--- src/rtl/burst_write_wf.sv ---
// burst_write_wf: Avalon-MM burst write master.
// User logic pushes words into a show-ahead FIFO; a control request launches one
// burst of N beats at a base address once the FIFO already holds all N words, so
// master_write never drops in the middle of a burst.
// Optional feature macro: BURST_WRITE_BYTEENABLE_EN adds ctrl_byteenable /
// master_byteenable; without it the slave sees full-word writes.
// Debug: `state` exposes the FSM (0 IDLE, 1 FILL, 2 BURST, 3 DONE).
// Handshake: a beat transfers on any cycle with master_write=1 and
// master_waitrequest=0; while stalled, address/burstcount/writedata hold.
module burst_write_wf #(
    parameter int ADDRESS_WIDTH     = 32,
    parameter int DATA_WIDTH        = 32,
    parameter int BYTE_ENABLE_WIDTH = 4,
    parameter int BURST_COUNT       = 8,
    parameter int BURST_WIDTH       = 4,
    parameter int FIFO_DEPTH        = 16,
    parameter int FIFO_AW           = 4
) (
    input  logic                         clk,
    input  logic                         reset,
    output logic [ADDRESS_WIDTH-1:0]     master_address,
    output logic                         master_write,
    output logic [DATA_WIDTH-1:0]        master_writedata,
    output logic [BURST_WIDTH-1:0]       master_burstcount,
    input  logic                         master_waitrequest,
`ifdef BURST_WRITE_BYTEENABLE_EN
    output logic [BYTE_ENABLE_WIDTH-1:0] master_byteenable,
    input  logic [BYTE_ENABLE_WIDTH-1:0] ctrl_byteenable,
`endif
    input  logic                         ctrl_start,
    input  logic [ADDRESS_WIDTH-1:0]     ctrl_baseaddress,
    input  logic [BURST_WIDTH-1:0]       ctrl_burstcount,
    output logic                         ctrl_busy,
    output logic                         ctrl_done,
    input  logic                         user_write,
    input  logic [DATA_WIDTH-1:0]        user_writedata,
    output logic                         user_buffer_full,
    output logic [FIFO_AW:0]             user_fill_level,
    output logic [1:0]                   state
);

    // Parameter sanity: catches inconsistent derived widths at elaboration.
    if (BYTE_ENABLE_WIDTH * 8 != DATA_WIDTH) begin : g_bad_be_width
        $error("BYTE_ENABLE_WIDTH must equal DATA_WIDTH/8");
    end
    if ((1 << FIFO_AW) != FIFO_DEPTH || FIFO_DEPTH < BURST_COUNT) begin : g_bad_fifo
        $error("FIFO_DEPTH must be 2**FIFO_AW and at least BURST_COUNT");
    end

    typedef enum logic [1:0] {
        IDLE  = 2'd0,
        FILL  = 2'd1,
        BURST = 2'd2,
        DONE  = 2'd3
    } state_t;

    localparam logic [FIFO_AW:0]     LEVEL_FULL = (FIFO_AW+1)'(FIFO_DEPTH);
    localparam logic [BURST_WIDTH-1:0] MAX_BEATS = BURST_WIDTH'(BURST_COUNT);

    state_t                   state_q;
    logic [ADDRESS_WIDTH-1:0] addr_l;
    logic [BURST_WIDTH-1:0]   count_l;
    logic [BURST_WIDTH-1:0]   beat_cnt;

    logic [DATA_WIDTH-1:0]    mem [FIFO_DEPTH];
    logic [FIFO_AW-1:0]       wr_ptr;
    logic [FIFO_AW-1:0]       rd_ptr;
    logic [FIFO_AW:0]         level;
    logic                     full;
    logic                     push;
    logic                     pop;
    logic                     req_ok;
    logic [FIFO_AW:0]         count_ext;

    // A full FIFO still accepts a push when a beat frees a slot in the same cycle.
    assign full      = (level == LEVEL_FULL);
    assign pop       = master_write && !master_waitrequest;
    assign push      = user_write && (!full || pop);
    assign req_ok    = ctrl_start && (ctrl_burstcount != '0) && (ctrl_burstcount <= MAX_BEATS);
    assign count_ext = (FIFO_AW+1)'(count_l);

    // Show-ahead head word; forced to zero when empty so the bus never shows stale data.
    assign master_writedata = (level == '0) ? '0 : mem[rd_ptr];
    assign user_buffer_full = full;
    assign user_fill_level  = level;
    assign state            = state_q;

    // FIFO storage: data only, no reset needed since pointers define validity.
    always_ff @(posedge clk) begin
        if (push) begin
            mem[wr_ptr] <= user_writedata;
        end
    end

    // FIFO pointers and occupancy; reset flushes the contents.
    always_ff @(posedge clk) begin
        if (reset) begin
            wr_ptr <= '0;
            rd_ptr <= '0;
            level  <= '0;
        end else begin
            if (push) begin
                wr_ptr <= wr_ptr + FIFO_AW'(1);
            end
            if (pop) begin
                rd_ptr <= rd_ptr + FIFO_AW'(1);
            end
            case ({push, pop})
                2'b10:   level <= level + (FIFO_AW+1)'(1);
                2'b01:   level <= level - (FIFO_AW+1)'(1);
                default: level <= level;
            endcase
        end
    end

    // Burst control FSM with registered bus and status outputs.
    always_ff @(posedge clk) begin
        if (reset) begin
            state_q           <= IDLE;
            addr_l            <= '0;
            count_l           <= '0;
            beat_cnt          <= '0;
            master_address    <= '0;
            master_burstcount <= '0;
            master_write      <= 1'b0;
            ctrl_busy         <= 1'b0;
            ctrl_done         <= 1'b0;
`ifdef BURST_WRITE_BYTEENABLE_EN
            master_byteenable <= '1;
`endif
        end else begin
            case (state_q)
                IDLE: begin
                    // Out-of-range counts are ignored rather than clipped.
                    if (req_ok) begin
                        addr_l    <= ctrl_baseaddress;
                        count_l   <= ctrl_burstcount;
                        beat_cnt  <= '0;
                        ctrl_busy <= 1'b1;
`ifdef BURST_WRITE_BYTEENABLE_EN
                        master_byteenable <= ctrl_byteenable;
`endif
                        state_q   <= FILL;
                    end
                end
                FILL: begin
                    // Launch only when every beat of the burst is already buffered.
                    if (level >= count_ext) begin
                        master_write      <= 1'b1;
                        master_address    <= addr_l;
                        master_burstcount <= count_l;
                        state_q           <= BURST;
                    end
                end
                BURST: begin
                    if (!master_waitrequest) begin
                        if (beat_cnt == count_l - BURST_WIDTH'(1)) begin
                            master_write <= 1'b0;
                            ctrl_busy    <= 1'b0;
                            ctrl_done    <= 1'b1;
                            state_q      <= DONE;
                        end else begin
                            beat_cnt <= beat_cnt + BURST_WIDTH'(1);
                        end
                    end
                end
                DONE: begin
                    // A start level held high must be released before the next burst.
                    if (!ctrl_start) begin
                        ctrl_done <= 1'b0;
                        state_q   <= IDLE;
                    end
                end
                default: state_q <= IDLE;
            endcase
        end
    end

endmodule
--- config.mk ---
export PLATFORM = sky130hd
export DESIGN_NAME = burst_write_wf
export DESIGN_NICKNAME = d
export VERILOG_FILES = /design/src/rtl/burst_write_wf.sv
export SDC_FILE = /design/constraint.sdc
export NUM_CORES = 1
export LEC_CHECK = 0
export ABC_AREA = 1
export CAP_MARGIN = 20
export CORE_MARGIN = 4
export CORE_UTILIZATION = 55
export CTS_BUF_LIST = sky130_fd_sc_hd__clkbuf_8
export CTS_CLUSTER_DIAMETER = 150
export DETAILED_ROUTE_END_ITERATION = 8
export PLACE_DENSITY_LB_ADDON = 0.08
export SLEW_MARGIN = 20
export SYNTH_ARGS = -nofsm -noshare
export SYNTH_HDL_FRONTEND = slang
export SYNTH_SLANG_ARGS = --single-unit
--- constraint.sdc ---
create_clock -name clk -period 5.43 [get_ports clk]
set_clock_uncertainty 0.1 [all_clocks]
set_input_delay 1.086 -clock clk [delete_from_list [all_inputs] [get_ports clk]]
set_output_delay 1.086 -clock clk [all_outputs]
set_load 0.1 [all_outputs]
Word-level counts from Yosys, hierarchy flattened
Memories as Yosys holds them, arrays and structs flattened. A register that Yosys moved wholly into a read port is not among the register bits.
Cells that the tools add are included.
- register bits after elaboration: 94
- memory bits (writable): 512
- output and inout bits: 79
- word-level logic and storage cells: 81
- memories: 1
- memories (memory ; depth ; bits a word ; rd ports ; clocked after memory_dff ; write ports ; RTL line ; text):
    mem ; 16 ; 32 ; 1 ; 1 ; 1 ; 65 ; logic [DATA_WIDTH-1:0] mem [FIFO_DEPTH];
- add/subtract/negate cells: 6
- order comparisons: 2
- equality and inequality tests: 13
- multiplexer cells: 26
- reduce and logical (&&, ||, !) cells: 21
- operator list (operator ; number):
    two-way mux 32 bit ; 1
    two-way mux 4 bit ; 5
    AND reduction 4 bit ; 4
    adder 4 x 1 -> 4 bit, second input constant ; 3
    inequality test 2 bit, second input constant ; 6
    two-way mux 2 bit ; 5
    case mux 5 bit (2 select lines) ; 1
    two-way mux 1 bit ; 9
    case mux 2 bit (4 select lines) ; 1
    case mux 4 bit (2 select lines) ; 1
    nonzero test 2 bit ; 4
    equality test 2 bit, second input constant ; 3
    case mux 1 bit (2 select lines) ; 3
    adder 5 x 1 -> 5 bit, second input constant ; 1
    equality test 5 bit, second input constant ; 1
    greater-or-equal comparator 5 x 4 -> 1 bit ; 1
    zero test 5 bit ; 1
    AND reduction 5 bit ; 1
    subtractor 5 x 1 -> 5 bit, second input constant ; 1
    equality test 2 x 1 -> 1 bit, second input constant ; 2
    equality test 4 bit ; 1
    less-or-equal comparator 4 bit, second input constant ; 1
    logical AND 1 bit ; 4
    AND reduction 2 bit ; 2
    other kinds (5) ; 6

Longest topological paths before layout
- word-level depth: 6
- gate-level depth with buffers: 13

Worst setup path before layout
Ideal clock, no wire load.
- path kind: reg-to-output
- from: register level[0] (netlist: user_fill_level[0])
- to: output port master_writedata[10]
- arrival time: 3.175 ns
- data required time: 4.244 ns
- slack: 1.069 ns
- stages on the path, launching flop included: 6
- buffers on the path: 1
- cell sequence: dfxtp_1 > inv_1 > nand3_1 > nor2_1 > clkbuf_1 > a21oi_1
- word-level cells in the longest chain between the ends: 2
- ends and longest elaborated chain (element ; RTL line ; text):
    start, declared ; 68 ; logic [FIFO_AW:0] level;
    start signal, assigned ; 109 ; 2'b10: level <= level + (FIFO_AW+1)'(1);
    start signal, assigned ; 110 ; 2'b01: level <= level - (FIFO_AW+1)'(1);
    start signal, assigned ; 111 ; default: level <= level;
    zero test 5 bit ; 83 ; assign master_writedata = (level == '0) ? '0 : mem[rd_ptr];
    two-way mux 32 bit ; 83 ;
    end, declared ; 23 ; output logic [DATA_WIDTH-1:0] master_writedata,
No other way between the ends.

==> impl_metrics.py <==
metrics = {
    "hold_path": {
        "hold_depth": 2,
        "hp-class": "reg -> reg",
    },
    "critical_path": {
        "slowest_delay_ns": 1.15,
        "crit_path_max_fanout": 98,
        "setup.worst_path.end_class": "output port",
        "critPathLaunchType": "flip-flop",
        "path_cells": "inv_6 > o21ai_0 > o221ai_1 > nand3_1 > a21oi_1 > clkdlybuf4s50_1",
        "crit_required_ns": 4.24,
        "path_class": "reg -> out",
        "critPathSlowestCell": "clkdlybuf4s50_1",
        "cp.depth": 6,
        "r2r_cells": 9,
        "path_delay_family": "buffers and inverters",
        "cp.arrival_ns": 3.65,
        "worst-path-buf-inv": 2,
    },
    "die": {
        "io_pins": 152,
        "die_y_um": 218,
        "num_rows": 76,
        "dieWidth_um": 218,
        "die_area_um2": 47400,
        "core_area_um2": 43300,
        "start_util_pct": 55.9,
    },
    "clock_network": {
        "cts_sinks": 610,
        "numCtsBuffers": 97,
        "cts_tree": "done",
        "cts_resized": 0,
        "cts.path.max_buffers": 3,
        "postCtsSetupRepairBufs": 0,
        "htreeDepth": 3,
        "clk_latency_ns": 0.67,
        "clk_pin_slew_worst_paths_ns": 0.06,
        "clockRootBuffer": "clkbuf_8",
        "cts_hold_buf": 0,
    },
    "sta": {
        "rsz0062_at_grt": "false",
        "fmax_ghz": 0.207,
        "post-route-period-util_pct": 89.1,
        "hold_violations": 0,
        "setup_viol": 0,
        "fin_crit_ns": 4.84,
        "max_slew_margin_pct": 28.7,
        "report.final.slew_viol_count": 0,
        "worst_slew_pin_slew_ns": 1.07,
        "setup-tns-final_ns": 0,
    },
    "drt": {
        "drt-pass1-iter-count": 5,
        "drt_iter0_drc": 1453,
        "routed_wl_mm": 60.0,
        "drc_errors": 0,
        "postRouteAntennaNets": 0,
        "via_per_inst": 5.85,
        "post_drt_wl_per_cell_um": 21.3,
        "via_count": 16500,
    },
    "global_route": {
        "antenna_found_initial": 5,
        "grt_max_degree": 129,
        "grt_pass1_vias": 16400,
        "grt_pass1_wl_mm": 92.2,
        "grtUsageTotal_pct": 25.2,
        "grt.overflow.total": 0,
    },
    "yosys": {
        "synth_cells": 2001,
        "seq_area_frac_synth_pct": 71.7,
        "synth_cell_types": 31,
        "synth_seq_cells": 610,
        "synth_edf_count": 512,
        "synthFlopType": "edfxtp_1",
        "syn_avg_cell_area_um2": 12.1,
        "syn_nets": 2093,
        "syn_area_um2": 24200,
        "yosysWarnings": 0,
        "async_reset_ff_share_pct": 0,
    },
    "final_layout": {
        "final_common_cell": "edfxtp_1",
        "fin_area_um2": 28000,
        "mostFrequentLayoutCells": "edfxtp_1 (512), nor2_1 (345), o21ai_0 (290)",
        "nets": 2244,
        "layoutNonFillerInstCount": 2816,
        "num-fill-cells": 3294,
        "drive_gt1_share_pct": 9.60,
        "area_delta_synth_final_pct": 16.0,
    },
    "placed_design": {
        "gp_congestion": 0.807,
        "placed_cell_area_um2": 26200,
        "hpwl_mm": 32.9,
        "dp_cells": 2638,
        "port_buffers": 151,
    },
    "power": {
        "total_power_mw": 13.5,
        "vdd_ir_drop_max_v": 0.000477,
        "p_per_area_nw_per_um2": 481,
        "p_leak_nw": 9.58,
    },
    "status": {
        "status": "finished clean",
    },
    "run": {
        "maxCapViolations": 0,
    },
}
[worst paths after layout]
check / start / endpoint / slack, ns
max: flip-flop / master_writedata[18] / 0.59
max reg2reg: user_fill_level[1]$_SDFFE_PP0P_ / mem[1][5]$_DFFE_PP_ / 2.46
min reg2reg: addr_l[2]$_SDFFE_PP0P_ / addr_l[2]$_SDFFE_PP0P_ / 0.35
min: addr_l[2]$_SDFFE_PP0P_ / addr_l[2]$_SDFFE_PP0P_ / 0.35
[cell families after synthesis]
logic type | Yosys count | synth area share [%]
DFF | 610 | 71.7
and+or+nand+nor | 579 | 9.68
AOI/OAI and AO/OA | 571 | 13.6
buffers and inverters | 217 | 3.85
adders and majority gates | 19 | 1.01
xor gates and xnor gates | 5 | 0.181
[routing by layer]
layer  GRT usage [%]  vias to the layer above  routed length [um]
met1            33.5                     8055               24900
met3            5.48                      114                4490
met4            9.50                        8                1500
li1                -                     7654                   -
met5               0                        -                  46
met2            41.4                      632               29100
[worst reg2reg max path, cell delays in order (launching register included)]
cell     delay (ns)
dfxtp_1        0.41
inv_1          0.10
nand3_1        0.16
nor2_1         0.10
nand2_1        0.08
nand2_1        0.16
inv_1          0.17
nand2_1        0.27
nor2_4         0.75
buf_4          0.36
[cells in the mapped netlist, types with 2 or more instances]
cell type	n	share of area, %
o22ai_1	22	0.57
nand2_1	99	1.5
inv_1	74	1.1
o21ai_1	25	0.52
nor2_1	362	5.6
dfxtp_1	98	8.1
nand4_1	8	0.21
xnor2_1	2	0.072
nand3_1	105	2.2
buf_4	6	0.19
buf_1	5	0.078
clkbuf_1	81	1.3
xor2_1	3	0.11
a21oi_1	127	2.6
buf_2	42	0.87
ha_1	18	0.93
o221ai_1	106	3.8
o21ai_0	290	6.0
buf_6	5	0.23
edfxtp_1	512	64
[stage by stage]
step / hold WS (ns) / setup WS, ns / util [%]
6_report: 0.352 / 0.593 / 64.8
2_1_floorplan: 0.330 / 1.07 / -
3_5_place_dp: 0.344 / 1.28 / 60.6
5_1_grt: 0.376 / 0.366 / 64.8
3_3_place_gp: 0.339 / 1.35 / 60.6
4_1_cts: 0.353 / 0.553 / 64.8
[flip-flops by register name, indices dropped and copies added (netlist names), named ones only]
name and count:
wr_ptr 4, addr_l 32, count_l 4, mem 512, beat_cnt 4, rd_ptr 4
ctrl_busy 1, state 2, ctrl_done 1, user_fill_level 5, master_burstcount 4, master_address 32
master_write 1
[cell type report]
type                    count  area (um^2)  area share [%]
repair buffers            192         1810            6.44
multi-input cells        1174         6050            21.6
clock buffers             109         1500            5.35
well taps                 585          732            2.61
inverters                  77          295            1.05
flip-flops and latches    610        17300            61.8
diodes                      1         2.50         0.00892
clock inverters            68          313            1.12
[where the power goes]
part           internal (mW)  leakage [nW]  switching [mW]
sequential              5.34          5.43           0.155
clock                   1.88          1.07            1.72
combinational          0.990          3.08            3.40
total                   8.21          9.58            5.28
Power figures use the tool's default switching activity.
==> RTL edit: new RTL, same settings <==
Build with the macro `BURST_WRITE_BYTEENABLE_EN` defined.
--- a/src/rtl/burst_write_wf.sv
+++ b/src/rtl/burst_write_wf.sv
@@ -7,6 +7,8 @@
 // Debug: `state` exposes the FSM (0 IDLE, 1 FILL, 2 BURST, 3 DONE).
 // Handshake: a beat transfers on any cycle with master_write=1 and
 // master_waitrequest=0; while stalled, address/burstcount/writedata hold.
+`define BURST_WRITE_BYTEENABLE_EN
+
 module burst_write_wf #(
     parameter int ADDRESS_WIDTH     = 32,
     parameter int DATA_WIDTH        = 32,
Interface: changed (added ctrl_byteenable and master_byteenable); port bits go from 152 to 160. The function was not compared with the original's and may differ.
==> RTL edit against the original RTL <==
  * Via count rose by 0.80%
  * Sequential cell count rose by 4
  * Register-to-register slack improved by 0.04 ns
  * Global-route usage rose by 0.082 points
  * Setup slack improved by 0.33 ns
  * Synthesized cell count rose by 0.45%
  * Final area rose by 0.88%
  * Synthesized area rose by 0.34%
  * Routed wire length rose by 0.37%
  * Sequential power barely moved
  * Total power rose by 0.10%
==> RTL edit: results (changes against the original RTL) <==
Most frequent cells after synthesis: edfxtp_1 (512), nor2_1 (365), o21ai_0 (293) (was edfxtp_1 (512), nor2_1 (362), o21ai_0 (290))
H-tree lvl count: 3 (unchanged)
FILL cells: 3363 (was 3294)
Vias: 16600 (was 16500)
Top flop regs: mem (512), addr_l (32), master_address (32) (unchanged)
Slowest-stage cell, CP: buf_4 (was clkdlybuf4s50_1)
Worst path max stage delay: 0.57 ns (was 1.15 ns)
Post-synthesis sequential area ratio: 71.8% (was 71.7%)
Arr. time, crit path: 3.32 ns (was 3.65 ns)
Ant diodes: 0 (was 1)
Total track usage: 25.3% (was 25.2%)
Dpl hpwl: 33800 um (was 32900 um)
Post-CTS Setup Repair Bufs: 0 (unchanged)
Synth unique cells: 31 (unchanged)
Share of layout cells above drive strength 1: 10.0% (was 9.60%)
Maximum fanout along the worst path: 52 (was 98)
Hold Path Class: reg -> reg (unchanged)
Initial antenna violation count: 1 (was 5)
Leak pwr: 9.70 nW (was 9.58 nW)
Nets: 2265 (was 2244)
Area contributors post-synth: edfxtp_1 (63%), dfxtp_1 (8.4%), o21ai_0 (6.0%) (was edfxtp_1 (64%), dfxtp_1 (8.1%), o21ai_0 (6.0%))
Synthesized-area fraction occupied by adder cells: 1.01% (about the same)
DR iter-0 viols: 1378 (was 1453)
Wirelength, routed: 60300 um (was 60000 um)
Largest net degree at the start of global routing: 163 (was 129)
Tightest Pin Transition: 1.14 ns (was 1.07 ns)
RePlAce Congestion: 0.786 (was 0.807)
First-pass GRT wire length: 93800 um (was 92200 um)
Post-synthesis mux area share: 0% (unchanged)
Worst vdd ir: 0.636 mV (was 0.477 mV)
Port bufs: 159 (was 151)
CTS Buffer Depth: 3 (unchanged)
Clock latency on the worst-skew pair: 0.64 ns (was 0.67 ns)
Synth Area in XOR/XNOR: 0.361% (was 0.181%)
Syn nets: 2106 (was 2093)
Status: completed (unchanged)
Pwr dens: 477 mW/mm^2 (was 481 mW/mm^2)
CTS root buffer: clkbuf_8 (unchanged)
Synth Area in Compound Gates: 13.5% (was 13.6%)
[RTL edit: changes by cell type in the layout (fill, tap and decap cells not counted), sizes merged, moves of 6 or more]
| cell | change |
|---|---|
| inv | -15 |
| clkinv | +14 |
| o221ai | -12 |
| o22ai | +12 |
| buf | +8 |
| nand3 | -7 |
| clkbuf | -6 |
[RTL edit: kinds of logic (layout without fill, tap and decap cells)]
kind of cell,Yosys count,after routing
adders and majority gates,19,19
xor gates and xnor gates,10,10
and+or+nand+nor,578,578
AOI/OAI and AO/OA,573,573
buffers and inverters,216,450
DFF,614,614
[RTL edit: stage by stage]
stage	cell area, sq um	hold WS (ns)	utilization [%]	cells	worst slack [ns]
2_1_floorplan	24300	0.330	-	2010	1.07
3_3_place_gp	26300	0.333	60.7	2650	1.59
3_5_place_dp	26500	0.340	61.0	2655	1.49
4_1_cts	28300	0.352	65.2	2829	0.884
5_1_grt	28300	0.374	65.2	2829	0.655
6_report	28300	0.346	65.2	2829	0.920
[RTL edit: per-layer routing]
| layer | GRT usage (%) | vias to the layer above | wire (um) |
|---|---|---|---|
| li1 | - | 7673 | - |
| met1 | 34.2 | 8176 | 25400 |
| met2 | 41.2 | 623 | 29000 |
| met3 | 5.66 | 120 | 4190 |
| met4 | 8.45 | 2 | 1600 |
| met5 | 0 | - | 7 |
[RTL edit: layout make-up]
cell class / count / share of cell area [%]
inverters: 75 / 1.02
well taps: 585 / 2.59
multi-input cells: 1180 / 21.4
flip-flops and latches: 614 / 61.6
repair buffers: 201 / 6.87
clock buffers: 103 / 5.01
clock inverters: 71 / 1.49
[RTL edit: tightest hold or removal path: stages (launching register included)]
cell and delay [ns]:
dfxtp_1 0.31, inv_1 0.05, a21oi_1 0.05
[RTL edit: power breakdown]
| group | total (mW) | switching, mW | leakage [nW] | internal (mW) |
|---|---|---|---|---|
| clock network | 3.72 | 1.74 | 1.05 | 1.98 |
| logic | 4.27 | 3.30 | 3.19 | 0.973 |
| registers | 5.50 | 0.138 | 5.46 | 5.37 |
| total | 13.5 | 5.18 | 9.70 | 8.32 |
[RTL edit: final timing paths]
path | depth (start not counted) | from | to | slack (ns)
max | 9 | register | master_writedata[11] | 0.92
min | 2 | ctrl_done$_SDFFE_PP0P_ | ctrl_done$_SDFFE_PP0P_ | 0.35
max reg2reg | 9 | user_fill_level[0]$_SDFFE_PP0P_ | mem[10][16]$_DFFE_PP_ | 2.50
min reg2reg | 2 | ctrl_done$_SDFFE_PP0P_ | ctrl_done$_SDFFE_PP0P_ | 0.35
